`src/rtl/run_length_counter.sv`:
```
// ----------------------------------------------------------------------------
// run_length_counter
//
// Measures how long a qualified level stays high. It keeps three results:
//   * oCOUNT   - main count. In mode 0 it counts the current high run and
//                returns to 0 when the input goes low. In mode 1 it keeps
//                accumulating high cycles and holds while the input is low.
//   * oRUN_LEN - length of the most recently completed high run. It is valid
//                on the cycle that oRUN_VALID pulses.
//   * oTHRESH_HIT / oSAT - pulse when oCOUNT arrives at iTHRESH, and a level
//                that stays high while oCOUNT sits at all-ones.
// Every counter saturates at 2^WIDTH-1. None of them wrap.
//
// Optional build feature: define RUN_PEAK_EN to add oPEAK. oPEAK is the
// longest completed run seen since the last reset or clear.
//
// Parameters:
//   WIDTH        - width of all counters, iTHRESH, oCOUNT, oRUN_LEN (, oPEAK)
//   MODE_DEFAULT - documents the intended mode when iMODE is tied low
//                  (0 or 1). iMODE is always the live control.
//
// Ports:
//   iCLK        in   clock, rising edge
//   iRST        in   asynchronous active-low reset
//   iSIGNAL     in   qualified level being measured
//   iCLEAR      in   synchronous clear of counters and pulses (oRUN_LEN kept)
//   iMODE       in   0 = per-run count, 1 = accumulate (hold while low)
//   iTHRESH     in   threshold for oTHRESH_HIT. A value of 0 disables it.
//   oCOUNT      out  main count
//   oRUN_LEN    out  length of the last completed high run
//   oRUN_VALID  out  one-cycle pulse, oRUN_LEN updated this cycle
//   oTHRESH_HIT out  one-cycle pulse when oCOUNT becomes equal to iTHRESH
//   oPEAK       out  longest completed run (RUN_PEAK_EN builds only)
//   oSAT        out  high while oCOUNT == 2^WIDTH-1
// ----------------------------------------------------------------------------
module run_length_counter #(
  parameter int unsigned WIDTH        = 10,
  parameter int unsigned MODE_DEFAULT = 0
) (
  input  logic             iCLK,
  input  logic             iRST,
  input  logic             iSIGNAL,
  input  logic             iCLEAR,
  input  logic             iMODE,
  input  logic [WIDTH-1:0] iTHRESH,
  output logic [WIDTH-1:0] oCOUNT,
  output logic [WIDTH-1:0] oRUN_LEN,
  output logic             oRUN_VALID,
  output logic             oTHRESH_HIT,
`ifdef RUN_PEAK_EN
  output logic [WIDTH-1:0] oPEAK,
`endif
  output logic             oSAT
);

  // Elaboration-time sanity check on the documented default mode.
  if (MODE_DEFAULT > 1) begin : g_bad_mode_default
    $error("run_length_counter: MODE_DEFAULT must be 0 or 1");
  end

  localparam logic [WIDTH-1:0] CNT_MAX = '1;
  localparam logic [WIDTH-1:0] CNT_ONE = WIDTH'(1);

  // --------------------------------------------------------------------------
  // State
  // --------------------------------------------------------------------------
  logic [WIDTH-1:0] count_q,      count_d;      // main count (oCOUNT)
  logic [WIDTH-1:0] run_q,        run_d;        // current high-run length
  logic             sig_dly_q,    sig_dly_d;    // iSIGNAL from previous edge
  logic [WIDTH-1:0] run_len_q,    run_len_d;    // last completed run
  logic             run_valid_q,  run_valid_d;
  logic             thresh_hit_q, thresh_hit_d;
  logic             sat_q,        sat_d;
`ifdef RUN_PEAK_EN
  logic [WIDTH-1:0] peak_q,       peak_d;
`endif

  // Saturating increments, shared by the clear and non-clear paths.
  logic [WIDTH-1:0] count_inc;
  logic [WIDTH-1:0] run_inc;
  logic             run_end;

  assign count_inc = (count_q == CNT_MAX) ? count_q : count_q + CNT_ONE;
  assign run_inc   = (run_q   == CNT_MAX) ? run_q   : run_q   + CNT_ONE;

  // A run has ended when the previous sample was high and this one is low.
  // The run counter still holds the number of high cycles at this point.
  assign run_end   = sig_dly_q & ~iSIGNAL;

  // --------------------------------------------------------------------------
  // Next-state logic
  // --------------------------------------------------------------------------
  always_comb begin
    // NOTE: every signal gets a default value before any branch. This keeps
    // the block purely combinational, so no latch is inferred on a path
    // that misses an assignment.
    count_d      = count_q;
    run_d        = run_q;
    sig_dly_d    = sig_dly_q;
    run_len_d    = run_len_q;
    run_valid_d  = 1'b0;
    thresh_hit_d = 1'b0;
`ifdef RUN_PEAK_EN
    peak_d       = peak_q;
`endif

    if (iCLEAR) begin
      // A run cut short by clear is dropped. It is not reported, and the
      // last reported length is kept.
      count_d   = '0;
      run_d     = '0;
      sig_dly_d = 1'b0;
`ifdef RUN_PEAK_EN
      peak_d    = '0;
`endif
    end else begin
      // Main count: increment while high. When low, mode 0 returns to zero
      // and mode 1 holds the accumulated total.
      if (iSIGNAL) begin
        count_d = count_inc;
      end else if (!iMODE) begin
        count_d = '0;
      end

      // The run counter always follows per-run behaviour, whatever iMODE is.
      run_d     = iSIGNAL ? run_inc : '0;
      sig_dly_d = iSIGNAL;

      if (run_end) begin
        run_len_d   = run_q;
        run_valid_d = 1'b1;
`ifdef RUN_PEAK_EN
        if (run_q > peak_q) begin
          peak_d = run_q;
        end
`endif
      end

      // The pulse fires only on arrival at the threshold. Sitting on the
      // threshold (mode-1 hold, or saturation at iTHRESH == max) does not
      // re-fire. Leaving the threshold re-arms it.
      thresh_hit_d = (iTHRESH != '0) && (count_d == iTHRESH) &&
                     (count_q != iTHRESH);
    end

    // Computed from the next count, so oSAT lines up with oCOUNT. Clear
    // forces count_d to 0, which releases oSAT as well.
    sat_d = (count_d == CNT_MAX);
  end

  // --------------------------------------------------------------------------
  // Registers
  // --------------------------------------------------------------------------
  always_ff @(posedge iCLK or negedge iRST) begin
    if (!iRST) begin
      count_q      <= '0;
      run_q        <= '0;
      sig_dly_q    <= 1'b0;
      run_len_q    <= '0;
      run_valid_q  <= 1'b0;
      thresh_hit_q <= 1'b0;
      sat_q        <= 1'b0;
`ifdef RUN_PEAK_EN
      peak_q       <= '0;
`endif
    end else begin
      // NOTE: sequential state uses non-blocking assignments. All flops then
      // sample the values from before the edge, whatever order they are
      // written in.
      count_q      <= count_d;
      run_q        <= run_d;
      sig_dly_q    <= sig_dly_d;
      run_len_q    <= run_len_d;
      run_valid_q  <= run_valid_d;
      thresh_hit_q <= thresh_hit_d;
      sat_q        <= sat_d;
`ifdef RUN_PEAK_EN
      peak_q       <= peak_d;
`endif
    end
  end

  // --------------------------------------------------------------------------
  // Outputs (all registered)
  // --------------------------------------------------------------------------
  assign oCOUNT      = count_q;
  assign oRUN_LEN    = run_len_q;
  assign oRUN_VALID  = run_valid_q;
  assign oTHRESH_HIT = thresh_hit_q;
  assign oSAT        = sat_q;
`ifdef RUN_PEAK_EN
  assign oPEAK       = peak_q;
`endif

endmodule

```
`config.mk`:
```
export PLATFORM = sky130hd
export DESIGN_NAME = run_length_counter
export DESIGN_NICKNAME = d
export VERILOG_FILES = /design/src/rtl/run_length_counter.sv
export SDC_FILE = /design/constraint.sdc
export NUM_CORES = 1
export LEC_CHECK = 0
export ABC_AREA = 1
export CAP_MARGIN = 30
export CORE_UTILIZATION = 30
export DETAILED_ROUTE_END_ITERATION = 8
export HOLD_SLACK_MARGIN = 0.02
export MAX_ROUTING_LAYER = met4
export PLACE_DENSITY_LB_ADDON = 0.2
export SETUP_SLACK_MARGIN = 0.1
export SKIP_CTS_REPAIR_TIMING = 1
export SYNTH_ARGS = -nofsm -noshare
export SYNTH_HDL_FRONTEND = slang
export SYNTH_SLANG_ARGS = --single-unit
```
`constraint.sdc`:
```
create_clock -name iCLK -period 2.1 [get_ports iCLK]
set_input_delay 0.525 -clock iCLK [delete_from_list [all_inputs] [get_ports iCLK]]
set_output_delay 0.525 -clock iCLK [all_outputs]
set_load 0.01 [all_outputs]
```
==> impl_metrics.py, run 1 <==
metrics = {
    "clock_network": {
        "clk_lat_worst_skew_ps": 290,
        "clk_path_buf_depth": 2,
        "clk_pin_slew_ps": 70,
        "h-tree-depth": 2,
        "tritoncts_clock_tree": "built",
        "clock-sinks": 34,
        "cts_made_buffers": 5,
        "clk_root_buffer_cell": "clkbuf_8",
    },
    "timing": {
        "timing.final.crit_share_pct": 89.59,
        "final.min_clock_period_ps": 1881,
        "timing.setup.tns_ps": 0,
        "fin_ws_ps": 218.6,
        "transition_time_at_the_pin_with_the_least_slew_margin_ps": 448.4,
        "final_slew_violations": 0,
        "fmax_mhz": 531.5,
        "setup_viol": 0,
        "setup_repair_after_global_routing_missed_its_margin": "false",
        "skew_ps": 5.984,
        "report.final.hold_viol_count": 0,
        "holdWs_ps": 491.0,
        "maxSlewHeadroom_pct": 70.11,
    },
    "global_routing": {
        "grt-ovfl-total": 0,
        "grt_max_degree": 35,
        "grt_use_total_pct": 17.10,
        "grt_first_pass_wirelength_mm": 9.446,
        "vias_in_the_first_global_route": 1997,
        "grt_antenna_before_repair": 0,
    },
    "logic_synthesis": {
        "yosysTopAreaCellShare_pct": 40.72,
        "yosys.area_share.simple_pct": 39.76,
        "synth.top_cells.by_area": "dfrtp_1 (41%), nand2_1 (18%), nor2_1 (6.5%)",
        "xor_xnor_fraction_of_synth_area_pct": 2.096,
        "syn_inst": 300,
        "synth_compound_gate_area_share_pct": 8.683,
        "post_synthesis_cell_type_with_the_largest_combined_area": "dfrtp_1",
        "combinational_family_with_the_most_area_after_synthesis": "simple AND/OR/NAND/NOR gates",
        "synth_ff_type": "dfrtp_1",
        "syn-num-nets": 317,
        "synth_cell_type_count": 26,
        "yosys-top-cells-count": "nand2_1 (100), nor2_1 (36), dfrtp_1 (34)",
        "synth.most_common_cell": "nand2_1",
        "yosys_register_bits": 34,
        "synth_sequential_area_ratio_pct": 40.72,
        "yosys-mux-area-fraction_pct": 0,
        "synthesis.area_um2": 2090,
        "synth-edff-count": 0,
        "synth-warning-count": 0,
        "mean_instance_size_in_the_synthesized_netlist_um2": 6.965,
        "yosys.area_share.adder_pct": 1.198,
        "async_s_r_ff_share_synth_pct": 100.0,
    },
    "final_layout": {
        "antennaDiodeCount": 0,
        "multiInputGateArea_um2": 1104,
        "filler_instances": 715,
        "drive_above_1_share_pct": 15.66,
        "nNetsFinal": 380,
        "design_area_um2": 2821,
        "area_taken_by_flip_flops_and_latches_um2": 850.8,
        "layout-area-overhead-vs-synth_pct": 35.03,
    },
    "critical_path": {
        "timing_worst_setup_path_type": "flop to primary output",
        "max_stage_delay_ps": 580,
        "path_max_fanout": 7,
        "crit_buf_inv": 1,
        "slowest_stage": "clkdlybuf4s50_1",
        "critical_path.endpoint_type": "primary output",
        "worst_setup_path_start_kind": "flop",
        "worst_ep_arrival_time_ps": 1360,
        "worstPathCellList": "clkdlybuf4s50_1",
        "worst-endpoint-required_ps": 1570,
        "critical_path.top_delay_family": "buffers and inverters",
    },
    "place": {
        "post_dp_cell_area_um2": 2669,
        "place_congestion": 0.8220,
        "detailedPlace.worstSlack_ps": -45.79,
        "hpwl_after_detailed_placement_mm": 4.288,
        "place.port_buffers": 37,
    },
    "detailed_routing": {
        "num_vias": 2100,
        "post-route-drc-count": 0,
        "drtIter0Drc": 131,
        "maxUsedRoutingLayer": "met4",
        "route.layer.met1.wl_mm": 2.572,
        "routed_vias_inst": 4.730,
        "drt_pre_antenna_iters": 4,
        "met2_length_mm": 2.862,
        "routed_length_on_met3_um": 214,
        "routed_wl_mm": 5.725,
        "post_drt_wl_per_cell_um": 12.89,
        "antenna_left": 0,
    },
    "die": {
        "core_region_area_um2": 6756,
        "die_outline_width_um": 85.46,
        "die_area_um2": 7303,
        "die_h_um": 85.46,
        "starting_density_of_the_core_pct": 30.93,
        "fp-row-count": 30,
        "floorplan.io_pins": 38,
    },
    "hold_path": {
        "worstHoldPathType": "flop to flop",
    },
    "pwr": {
        "combinational_share_of_power_pct": 18.2,
        "p_int_mw": 1.023,
        "report.power.total_mw": 1.446,
        "clock_power_share_pct": 34.1,
        "switching_share_pct": 29.23,
        "vdd.ir_drop.worst_mv": 0.3008,
        "power_density_normalized_to_cell_area_nw_per_um2": 512.3,
        "power.static_leakage_nw": 1.351,
        "share_seq_of_total_power_pct": 47.7,
        "net-switching-power_uw": 422.6,
    },
    "run": {
        "cap_viol_max_count": 0,
    },
    "outcome": {
        "outcome": "finished clean",
    },
}
## power groups by stage
stage                     clock [mW]  sequential, mW  combinational, mW
after floorplan                    0           0.706              0.115
after global placement             0           0.702              0.256
after detailed placement           0           0.703              0.256
after CTS                      0.518           0.689              0.258
after global routing           0.542           0.692              0.297
final                          0.493           0.689              0.263
## layer usage
metal	up-vias	global-route usage, %
met1	984	21.52
li1	1071	-
met5	-	-
met2	39	27.56
met4	0	6.212
met3	6	3.016
## worst reg2reg max path, delay by kind of cell (launching register included)
kind	cells	cell delay [ps]
flops	1	410
fa+ha+maj	1	230
simple gates	10	980
buf+inv	1	160
## logic make-up (layout without fill, tap and decap cells)
family / Yosys count / after routing
AOI/OAI and AO/OA: 32 / 32
xor gates and xnor gates: 5 / 5
adders and majority gates: 2 / 2
buffers and inverters: 40 / 104
DFF: 34 / 34
and+or+nand+nor: 187 / 187
## per-stage QoR
stage,utilization (%),std cells
CTS,40.83,439
floorplan,-,300
finish,41.76,444
global placement,39.50,431
global route,41.76,444
detailed placement,39.50,431
## cells in the final DEF (no fill, tap or decap), types with 7 or more instances in the layout
| cell | n |
|---|---|
| nand2_1 | 99 |
| nand3_1 | 20 |
| nor2_1 | 35 |
| dfrtp_1 | 34 |
| o21ai_0 | 14 |
| clkdlybuf4s50_1 | 36 |
| buf_4 | 22 |
| a21oi_1 | 7 |
| nand2_2 | 7 |
| nor3_1 | 7 |
| inv_1 | 33 |
## flip-flops by register name (all words and copies together), names as in the netlist
register and flops:
run_q 10, oRUN_LEN 10, oRUN_VALID 1, oSAT 1, oTHRESH_HIT 1, sig_dly_q 1
oCOUNT 10
## final timing paths
path	slack, ps	end	depth (start not counted)	startpoint
worst min register to register	490	oRUN_LEN[9]	2	oRUN_LEN[9]
worst max register to register	260	oTHRESH_HIT	12	oCOUNT[1]
min in group asynchronous	650	oCOUNT[3]	2	iRST
max in group asynchronous	1120	oCOUNT[0]	2	iRST
worst min-delay path	490	oRUN_LEN[9]	2	oRUN_LEN[9]
worst max-delay path	220	oCOUNT[5]	1	oCOUNT[5]
## cell type report
class	instances	share of cell area (%)
Tap cell	80	3.548
Clock buffer	5	2.439
Sequential cell	34	30.16
Inverter	37	4.922
Timing Repair Buffer	59	19.07
Multi-Input combinational cell	226	39.11
Clock inverter	3	0.7539
No activity file was read; power rests on OpenSTA's default activity.
==> run 2, diff against run 1 <==
--- a/config.mk
+++ b/config.mk
@@ -6,7 +6,6 @@
 export NUM_CORES = 1
 export LEC_CHECK = 0
 export ABC_AREA = 1
-export CAP_MARGIN = 30
 export CORE_UTILIZATION = 30
 export DETAILED_ROUTE_END_ITERATION = 8
 export HOLD_SLACK_MARGIN = 0.02
==> results of run 2 <==
No change in the layout: final DEF, timing and power equal those of run 1.
